[src/rtl/mp_coeff_bank_loader_if.sv]
// Coefficient stream bundle between the DMA source and the bank loader.
// master drives data/valid/last, slave returns ready.
interface mp_coeff_bank_loader_if;
   logic [31:0] s_data_i;
   logic        s_valid_i;
   logic        s_last_i;
   logic        s_ready_o;

   modport master (
      output s_data_i,
      output s_valid_i,
      output s_last_i,
      input  s_ready_o
   );

   modport slave (
      input  s_data_i,
      input  s_valid_i,
      input  s_last_i,
      output s_ready_o
   );
endinterface

[src/rtl/mp_coeff_bank_loader.sv]
// Loads a coefficient stream into the inactive ping-pong LUT bank, then swaps
// the active bank on a frame-boundary strobe once the whole table set is written.
//
// state  | meaning
// IDLE   | no upload in progress, stream not ready
// LOAD   | accepting beats and issuing LUT writes into the inactive bank
// COMMIT | full table set written, waiting for the frame strobe to swap banks
module mp_coeff_bank_loader #(
   parameter int M          = 3,
   parameter int RESOLUTION = 4096,
   parameter int NUM_W      = (M > 0) ? $clog2(M + 1) : 1,
   parameter int ADDR_W     = $clog2(RESOLUTION)
) (
   input  logic                      AXI_clk_i,
   input  logic                      reset_n_i,
   input  logic                      start_i,
   input  logic                      abort_i,
   input  logic                      swap_strobe_i,
   mp_coeff_bank_loader_if.slave     s_axis,
   output logic [31:0]               coeff_data_o,
   output logic [ADDR_W-1:0]         coeff_addr_o,
   output logic [NUM_W-1:0]          coeff_num_o,
   output logic                      coeff_bank_o,
   output logic                      coeff_en_o,
   output logic                      active_bank_o,
   output logic                      busy_o,
   output logic                      done_o,
   output logic                      err_o
);

   localparam logic [1:0] S_IDLE   = 2'd0;
   localparam logic [1:0] S_LOAD   = 2'd1;
   localparam logic [1:0] S_COMMIT = 2'd2;

   localparam logic [ADDR_W-1:0] ENT_MAX = ADDR_W'(RESOLUTION - 1);
   localparam logic [NUM_W-1:0]  LUT_MAX = NUM_W'(M);

   logic [1:0]        r_state;
   logic [ADDR_W-1:0] r_ent;
   logic [NUM_W-1:0]  r_lut;
   logic [31:0]       r_coeff_data;
   logic [ADDR_W-1:0] r_coeff_addr;
   logic [NUM_W-1:0]  r_coeff_num;
   logic              r_coeff_bank;
   logic              r_coeff_en;
   logic              r_active_bank;
   logic              r_done;
   logic              r_err;

   logic              w_ready;
   logic              w_beat;
   logic              w_ent_wrap;
   logic              w_final;

   assign w_ready    = (r_state == S_LOAD);
   assign w_beat     = s_axis.s_valid_i & w_ready;
   assign w_ent_wrap = (r_ent == ENT_MAX);
   assign w_final    = w_ent_wrap & (r_lut == LUT_MAX);

   always_ff @(posedge AXI_clk_i or negedge reset_n_i) begin
      if (!reset_n_i) begin
         r_state       <= S_IDLE;
         r_ent         <= '0;
         r_lut         <= '0;
         r_coeff_data  <= '0;
         r_coeff_addr  <= '0;
         r_coeff_num   <= '0;
         r_coeff_bank  <= 1'b0;
         r_coeff_en    <= 1'b0;
         r_active_bank <= 1'b0;
         r_done        <= 1'b0;
         r_err         <= 1'b0;
      end else begin
         r_coeff_en <= 1'b0;
         r_done     <= 1'b0;
         case (r_state)
            S_IDLE: begin
               if (start_i) begin
                  r_ent        <= '0;
                  r_lut        <= '0;
                  r_err        <= 1'b0;
                  r_coeff_bank <= ~r_active_bank;
                  r_state      <= S_LOAD;
               end
            end
            S_LOAD: begin
               // abort outranks a coincident beat: the beat is dropped, not written
               if (abort_i) begin
                  r_state <= S_IDLE;
               end else if (w_beat) begin
                  r_coeff_data <= s_axis.s_data_i;
                  r_coeff_addr <= r_ent;
                  r_coeff_num  <= r_lut;
                  r_coeff_en   <= 1'b1;
                  if (w_final) begin
                     if (s_axis.s_last_i) begin
                        r_state <= S_COMMIT;
                     end else begin
                        r_err   <= 1'b1;
                        r_state <= S_IDLE;
                     end
                  end else if (s_axis.s_last_i) begin
                     r_err   <= 1'b1;
                     r_state <= S_IDLE;
                  end else if (w_ent_wrap) begin
                     r_ent <= '0;
                     r_lut <= r_lut + NUM_W'(1);
                  end else begin
                     r_ent <= r_ent + ADDR_W'(1);
                  end
               end
            end
            S_COMMIT: begin
               if (abort_i) begin
                  r_state <= S_IDLE;
               end else if (swap_strobe_i) begin
                  r_active_bank <= ~r_active_bank;
                  r_coeff_bank  <= r_active_bank;
                  r_done        <= 1'b1;
                  r_state       <= S_IDLE;
               end
            end
            default: r_state <= S_IDLE;
         endcase
      end
   end

   assign s_axis.s_ready_o = w_ready;
   assign coeff_data_o     = r_coeff_data;
   assign coeff_addr_o     = r_coeff_addr;
   assign coeff_num_o      = r_coeff_num;
   assign coeff_bank_o     = r_coeff_bank;
   assign coeff_en_o       = r_coeff_en;
   assign active_bank_o    = r_active_bank;
   assign busy_o           = (r_state == S_LOAD) | (r_state == S_COMMIT);
   assign done_o           = r_done;
   assign err_o            = r_err;

endmodule

[src/flat_wrapper.sv]
// flat-port wrapper written by rule: the top's interface ports become plain ports
module mp_coeff_bank_loader_flat 
#(
   parameter int M          = 3,
   parameter int RESOLUTION = 4096,
   parameter int NUM_W      = (M > 0) ? $clog2(M + 1) : 1,
   parameter int ADDR_W     = $clog2(RESOLUTION)
)
  (AXI_clk_i, reset_n_i, start_i, abort_i, swap_strobe_i, coeff_data_o, coeff_addr_o, coeff_num_o, coeff_bank_o, coeff_en_o, active_bank_o, busy_o, done_o, err_o, s_axis_s_data_i, s_axis_s_valid_i, s_axis_s_last_i, s_axis_s_ready_o);
  mp_coeff_bank_loader_if s_axis_i ();
  input  logic AXI_clk_i;
  input  logic reset_n_i;
  input  logic start_i;
  input  logic abort_i;
  input  logic swap_strobe_i;
  output logic [31:0] coeff_data_o;
  output logic [ADDR_W-1:0] coeff_addr_o;
  output logic [NUM_W-1:0] coeff_num_o;
  output logic coeff_bank_o;
  output logic coeff_en_o;
  output logic active_bank_o;
  output logic busy_o;
  output logic done_o;
  output logic err_o;
  input wire logic [$bits(s_axis_i.s_data_i)-1:0] s_axis_s_data_i;
  input wire logic [$bits(s_axis_i.s_valid_i)-1:0] s_axis_s_valid_i;
  input wire logic [$bits(s_axis_i.s_last_i)-1:0] s_axis_s_last_i;
  output wire logic [$bits(s_axis_i.s_ready_o)-1:0] s_axis_s_ready_o;
  assign s_axis_i.s_data_i = s_axis_s_data_i;
  assign s_axis_i.s_valid_i = s_axis_s_valid_i;
  assign s_axis_i.s_last_i = s_axis_s_last_i;
  assign s_axis_s_ready_o = s_axis_i.s_ready_o;
  mp_coeff_bank_loader #(.M(M), .RESOLUTION(RESOLUTION), .NUM_W(NUM_W), .ADDR_W(ADDR_W)) u_core (.AXI_clk_i(AXI_clk_i), .reset_n_i(reset_n_i), .start_i(start_i), .abort_i(abort_i), .swap_strobe_i(swap_strobe_i), .s_axis(s_axis_i), .coeff_data_o(coeff_data_o), .coeff_addr_o(coeff_addr_o), .coeff_num_o(coeff_num_o), .coeff_bank_o(coeff_bank_o), .coeff_en_o(coeff_en_o), .active_bank_o(active_bank_o), .busy_o(busy_o), .done_o(done_o), .err_o(err_o));
endmodule
[config.mk]
export PLATFORM = sky130hd
export DESIGN_NAME = mp_coeff_bank_loader_flat
export DESIGN_NICKNAME = d
export VERILOG_FILES = /design/src/rtl/mp_coeff_bank_loader_if.sv /design/src/rtl/mp_coeff_bank_loader.sv /design/src/flat_wrapper.sv
export SDC_FILE = /design/constraint.sdc
export NUM_CORES = 1
export LEC_CHECK = 0
export ABC_AREA = 1
export CORE_MARGIN = 2
export CORE_UTILIZATION = 40
export CTS_BUF_LIST = sky130_fd_sc_hd__clkbuf_16
export DETAILED_ROUTE_END_ITERATION = 12
export GPL_TIMING_DRIVEN = 1
export HOLD_SLACK_MARGIN = 0.15
export PLACE_DENSITY = 0.72
export SETUP_SLACK_MARGIN = 0.2
export SYNTH_ARGS = -nofsm -noshare
export SYNTH_HDL_FRONTEND = slang
export SYNTH_SLANG_ARGS = --single-unit
export TNS_END_PERCENT = 5
[constraint.sdc]
create_clock -name AXI_clk_i -period 1.6 [get_ports AXI_clk_i]
set_input_delay 0.24 -clock AXI_clk_i [delete_from_list [all_inputs] [get_ports AXI_clk_i]]
set_output_delay 0.24 -clock AXI_clk_i [all_outputs]
set_load 0.005 [all_outputs]
==> results of run 1 <==
Yosys cell counts:
master    count  area [um^2]
nand2_1     159          597
dfrtp_1      67         1680
inv_1        25         93.8
nand3_1      19         95.1
o21ai_0      18         90.1
nor2_1       17         63.8
o21ai_1       7         35.0
xor2_1        7         61.3
clkbuf_1      5         18.8
ha_1          5         62.6
buf_1         3         11.3
nand2_2       3         18.8
a21oi_1       2         10.0
nand3b_1      2         15.0
nand4_1       2         12.5
nor2_2        2         12.5
a21boi_0      1         7.51
a21oi_4       1         16.3
a31oi_1       1         6.26
buf_2         1         5.00
buf_4         1         7.51
buf_6         1         11.3
clkinv_1      1         3.75
inv_2         1         3.75
nand2_4       1         11.3
nand3_2       1         10.0
nor2_4        1         11.3
nor3_1        1         5.00
nor3b_1       1         7.51
o31ai_1       1         7.51
or2_2         1         6.26
cells in the final DEF, fill, tap and decap left out, drive strengths merged:
cell	synthesis	routed
clkinv	1	5
or2	1	1
clkbuf	5	9
nor3b	1	1
a21oi	3	3
dlygate4sd2	0	49
dlygate4sd3	0	1
nor2	20	20
inv	26	28
dlymetal6s2s	0	2
o21ai	25	25
bufinv	0	1
ha	5	5
dfrtp	67	67
clkdlybuf4s50	0	37
nand4	2	2
nand3	20	20
nand2	163	165
a21boi	1	1
nand3b	2	2
buf	6	22
xor2	7	7
clkdlybuf4s15	0	1
a31oi	1	1
o31ai	1	1
nor3	1	1
worst paths after layout:
check                                        start                       to  slack [ns]  cells past startpoint
max                              u_core.r_state[1]         u_core.r_ent[10]       -0.02                     10
min                                      reset_n_i        u_core.r_state[0]        0.45                      3
max reg2reg                      u_core.r_state[1]         u_core.r_ent[10]       -0.02                     10
min reg2reg                u_core.coeff_data_o[23]  u_core.coeff_data_o[23]        0.47                      2
max in group asynchronous                reset_n_i   u_core.coeff_data_o[1]        0.84                      3
min in group AXI_clk_i         s_axis_s_data_i[12]  u_core.coeff_data_o[12]        0.45                      3
power by group through the flow:
stage / Sequential [W] / Clock (W) / Combinational [W]
floorplan: 0.00258 / 0 / 0.00102
global placement: 0.00254 / 0 / 0.00248
detailed placement: 0.00254 / 0 / 0.00255
CTS: 0.00251 / 0.00191 / 0.00249
global route: 0.00258 / 0.00198 / 0.00275
finish: 0.00251 / 0.00187 / 0.00247
routing by layer:
metal  part of all wire (%)  vias up  wire length (um)  track usage (%)
met1                     45     1212              3200             24.1
met4                    1.5        0               107             8.85
met5                      0        -                 0                0
met2                     49       70              3510             30.2
met3                    4.7        9               333             3.26
li1                       -     1357                 -                -
layout make-up:
type,instances,area [um^2]
Fill cell,669,2710
Sequential cell,67,1680
Inverter,27,105
Clock inverter,7,61.3
Timing Repair Buffer,112,1050
Clock buffer,9,225
Multi-Input combinational cell,255,1300
Tap cell,99,124
cells by family after synthesis:
group	synth area share [%]
buf+inv	5.18
xor+xnor	2.05
fa+ha+maj	2.09
simple gates	28.9
compound gates	5.77
flops	56.0
state kept, by name, indices dropped and copies added (netlist names):
register and flops:
u_core.r_ent 12, u_core.coeff_num_o 2, u_core.active_bank_o 1, u_core.coeff_en_o 1, u_core.coeff_bank_o 1, u_core.coeff_data_o 32
u_core.coeff_addr_o 12, u_core.done_o 1, u_core.r_lut 2, u_core.r_state 2, u_core.err_o 1
timing repair:
action	CTS	global route
setup buffers	3	0
resized for setup	88	9
setup endpoints to repair	103	69
hold buffers	1	0
hold endpoints to repair	67	0
pin swaps	23	9
cloned	2	0
worst reg2reg max path, cell delays in order (launching register included):
cell and delay, ns:
dfrtp_1 0.38, inv_2 0.08, ha_4 0.14, inv_4 0.05, nor2_4 0.13, nand2_4 0.07, a21oi_4 0.18, buf_6 0.13
nand3_4 0.12, nand2_4 0.15, o21ai_1 0.08
through the flow:
stage               util [%]  total power (W)  setup slack [ns]  hold slack [ns]  cells
global placement        57.2          0.00502           -0.0991            0.284    554
detailed placement      57.2          0.00509            -0.187            0.287    554
finish                  62.6          0.00684           -0.0239            0.450    576
floorplan                  -          0.00360            0.0453          -0.0556    358
CTS                     62.5          0.00691          -0.00937            0.438    576
global route            62.6          0.00731            -0.144            0.448    576
==> metrics, run 1 <==
type of destination of the critical path=register; P_leak=2.38 nW; internal power=0.00464 W; Largest stage delay, worst path=0.38 ns; Post-Synthesis Cells=358; sequential area share after synthesis=56.0%; Die X=90.5 um; worst path buffer plus inverter count=3; Ports=92; cell family with most CP delay=simple AND/OR/NAND/NOR gates; Site Rows=31; Worst Setup Start Kind=register; first drt pass iteration count=4; min setup slack post-route=-0.0239 ns; Psw=0.00220 W; Max Freq=0.616 GHz; maximum fanout along the worst path=8; Worst Clk Skew=0.00666 ns; fin nets=516; Hold Fails Final Rpt=0; Hold Path Class=input port to asynchronous set/reset pin; CTS tree=done; Worst Path Arrival=1.83 ns; Mean Syn Cell Area=8.36 um^2; Clock Path Buffers=2; layout cells sized above 1=15.3%; Tightest Pin Transition=0.365 ns; clock-pin slew on the worst setup and hold paths=0.05 ns; post-route cell area=4540 um^2; hpwl dp=4.83 mm; Req. time, crit path=1.80 ns; Starting Density=41.3%; initial antenna violation count=0; cell repeated most along the worst path=nand2_4; largest net degree at the start of global routing=68; Switching Fraction=32.2%; maximum vdd ir drop=0.000683 V; final setup TNS=-0.179 ns; post-synthesis register bit count=67; Final Max Tran Viols=0; status=finished, violations left; Clock Latency Late Sink=0.32 ns; number of global-route vias before repair=2603; first-pass GRT wire length=12.3 mm; routability cong.=0.842; core area=7250 um^2; period utilization=101%; Port Buffers=91; # setup viols final=12; Netlist Area Pre-Place=2990 um^2; worst path cell trace=inv_2, ha_4, inv_4, nor2_4, nand2_4, a21oi_4, buf_6, nand3_4, nand2_4, o21ai_1; max-cap violations=0; global route overflow=0; Synth Warn #=0; H-tree level count=3; fin crit period=1.62 ns; final WL=7.15 mm; TritonCTS Sinks=67; antenna-violating nets left=0; Gate power share=36.1%; routed len/inst=12.4 um; all-layer global routing usage=18.6%; area grow syn2layout=51.6%; Pwr per Cell Area=1510 nW/um^2; die height=90.5 um; critical path type=register to register; Residual DRC=0; ant diodes=0; CTS root buffer=clkbuf_16; Placed Area=4150 um^2; Slowest-stage cell, CP=dfrtp_1; Clock Power Share=27.3%; Mapped Nets=402; CTS Buf Count=9; Slew HR=75.7%; failing checks=setup timing; total number of vias=2648; RSZ-0062 raised after global routing=yes; Via density=4.60; Netlist cell types=31; initial DRC count=138; Die Footprint=8190 um^2; Seq pwr share=36.7%
Note: power is estimated with default switching activity, not from simulation.
==> run 2, diff against run 1 <==
- CTS_CLUSTER_SIZE: unset -> 8
- clock period: 1.6 -> 1.49 ns (I/O delays scaled with it)
==> run 2 against run 1 <==
The flow still finishes with violations (setup timing). Critical path depth decreased by 1. Clock skew decreased by 0.0033 ns. Count of clock-buffer cells in the layout unchanged. Cell count up 1.4%. Sequential cell count is the same. Worst setup slack got worse by 0.11 ns. Largest power group unchanged. Highest routed layer unchanged.
==> metrics, run 2 (synthesis results as in run 1) <==
status=finished, violations left; failing checks=setup timing; first-pass GRT wire length=12.2 mm (-0.85%); layout cells sized above 1=14.8% (-0.46 points); CTS root buffer=clkbuf_16; CTS Buf Count=9 (unchanged); hold depth=3; maximum fanout along the worst path=5 (-3); CTS tree=done; Storage cell area=1680 um^2 (unchanged); fillers=665 (-0.60%); initial antenna violation count=0 (unchanged); Clock Latency Late Sink=0.32 ns (about the same); Residual DRC=0 (unchanged); number of global-route vias before repair=2638 (+1.3%); Hold Path Class=input port to register; critical path type=register to register; area grow syn2layout=53.3%; routability cong.=0.871 (+3.4%); Starting Density=41.3% (unchanged); type of destination of the critical path=register; P_leak=2.40 nW (+0.92%); ant diodes=0 (unchanged); fin crit period=1.63 ns (+0.00339 ns); Worst R2R Path Depth=9 (-1); initial DRC count=134 (-2.9%); Die X=90.5 um (unchanged); Site Rows=31 (unchanged); pre-CTS setup slack=-0.272 ns (-0.0849 ns); leading cell type in the layout, fill and taps excluded=nand2_1; first drt pass iteration count=4 (unchanged); largest net degree at the start of global routing=68 (unchanged); Req. time, crit path=1.69 ns (-0.11 ns); core area=7250 um^2 (unchanged); worst path cell trace=inv_2, ha_4, inv_4, nor2_4, nand2_4, a21oi_4, nand3_4, nand2_4, o21ai_0; Slowest-stage cell, CP=dfrtp_1; cell repeated most along the worst path=nand2_4; worst hold start=s_axis_s_data_i[29]; total number of vias=2700 (+2.0%); # setup viols final=33 (+21); Largest stage delay, worst path=0.39 ns (about the same); Via density=4.62 (+0.57%); Slew HR=76.4% (+0.71 points); max-cap violations=0 (unchanged); Ports=92 (unchanged); Hold Fails Final Rpt=0 (unchanged); period utilization=109% (+7.7 points); Pwr per Cell Area=1600 nW/um^2 (+6.3%); fin nets=524 (+1.6%); Worst Clk Skew=0.00334 ns (-0.00333 ns); routed len/inst=12.2 um (-2.0%); Multi-input gate area=1280 um^2 (-1.8%); TritonCTS Sinks=67 (unchanged); cell family with most CP delay=simple AND/OR/NAND/NOR gates; Final Max Tran Viols=0 (unchanged); r2r startpoint=u_core.r_state[1]; post-layout total power=0.00735 W (+7.5%); post-layout util=63.3% (+0.69 points); antenna-violating nets left=0 (unchanged); Die Footprint=8190 um^2 (unchanged); Port Buffers=91 (unchanged); Worst Path Arrival=1.83 ns (about the same); die height=90.5 um (unchanged); maximum vdd ir drop=0.000836 V (+22%); global route overflow=0 (unchanged); Hold Crit Endpoint=u_core.coeff_data_o[29]; clock-pin slew on the worst setup and hold paths=0.05 ns (about the same); RR Endpoint=u_core.r_ent[11]; max reg flops=32 (unchanged); Clock Path Buffers=2 (unchanged); H-tree level count=3 (unchanged); worst path buffer plus inverter count=2 (-1); min setup slack post-route=-0.137 ns (-0.113 ns); hpwl dp=4.80 mm (-0.55%); all-layer global routing usage=18.4% (-0.17 points); most frequent cells in the layout=154 x nand2_1, 67 x dfrtp_1, 49 x dlygate4sd2_1; RSZ-0062 raised after global routing=yes; Max Freq=0.615 GHz (-0.21%); Worst Setup Start Kind=register; R2R setup slack=-0.14 ns (-0.11 ns); final WL=7.11 mm (-0.64%); Tightest Pin Transition=0.355 ns (-0.0106 ns)
-- run 2: cell types whose count changed in the layout (fill, tap and decap cells not counted), moves of 2 or more --
cell | before | now
nand2_4 | 7 | 5
ha_4 | 1 | 3
nand2_1 | 146 | 154
nand2_2 | 11 | 6
buf_4 | 14 | 23
ha_2 | 2 | 0
-- run 2: worst max-delay path by stage --
stage | from | endpoint | slack (ns) | cells after the start
2_1_floorplan | u_core.r_state[1] | u_core.r_ent[3] | -0.06 | 10
5_1_grt | u_core.r_ent[0] | u_core.r_ent[11] | -0.25 | 7
4_1_cts | u_core.r_state[1] | u_core.r_ent[10] | -0.11 | 10
3_5_place_dp | abort_i | u_core.r_ent[10] | -0.27 | 8
3_3_place_gp | abort_i | u_core.r_ent[2] | -0.20 | 8
6_report | u_core.r_state[1] | u_core.r_ent[11] | -0.14 | 9
-- run 2: per-layer routing --
layer / wire length [um] / GRT usage (%)
met4: 123 / 8.08
met5: 0 / 0
met2: 3470 / 30.4
met1: 3160 / 23.0
met3: 358 / 4.26
-- run 2: layout make-up --
| cell class | instances | area share, % |
|---|---|---|
| Sequential cell | 67 | 36.5 |
| Inverter | 27 | 2.37 |
| Timing Repair Buffer | 120 | 24.3 |
| Tap cell | 99 | 2.70 |
| Clock inverter | 7 | 1.34 |
| Clock buffer | 9 | 4.91 |
| Multi-Input combinational cell | 255 | 27.8 |
-- run 2: report_power, final --
part           internal (W)  switching [W]
Clock               0.00127       0.000728
Combinational       0.00134        0.00131
Sequential          0.00239       0.000301
-- run 2: worst register-to-register path, cell delays in order, from the launching register on --
cell and delay [ns]:
dfrtp_1 0.39, inv_2 0.08, ha_4 0.14, inv_4 0.05
nor2_4 0.10, nand2_4 0.06, a21oi_4 0.26, nand3_4 0.18
nand2_4 0.15, o21ai_0 0.09
-- run 2: what timing repair did --
item / CTS / global route
endpoints found under the hold margin: 67 / 0
endpoints found under the setup margin: 116 / 70
resized for setup: 76 / 8
setup buffers: 2 / 3
pin swaps: 7 / 11
hold buffers: 1 / 0
cloned: 2 / 0
-- run 2: through the flow --
stage	hold slack (ns)	TNS, ns	instances	cell area, um^2
6_report	0.433	-2.23	584	4590
5_1_grt	0.447	-6.82	584	4590
4_1_cts	0.422	-1.66	581	4550
3_5_place_dp	0.271	-5.64	560	4200
3_3_place_gp	0.268	-3.25	560	4200
2_1_floorplan	-0.0721	-0.616	358	3020
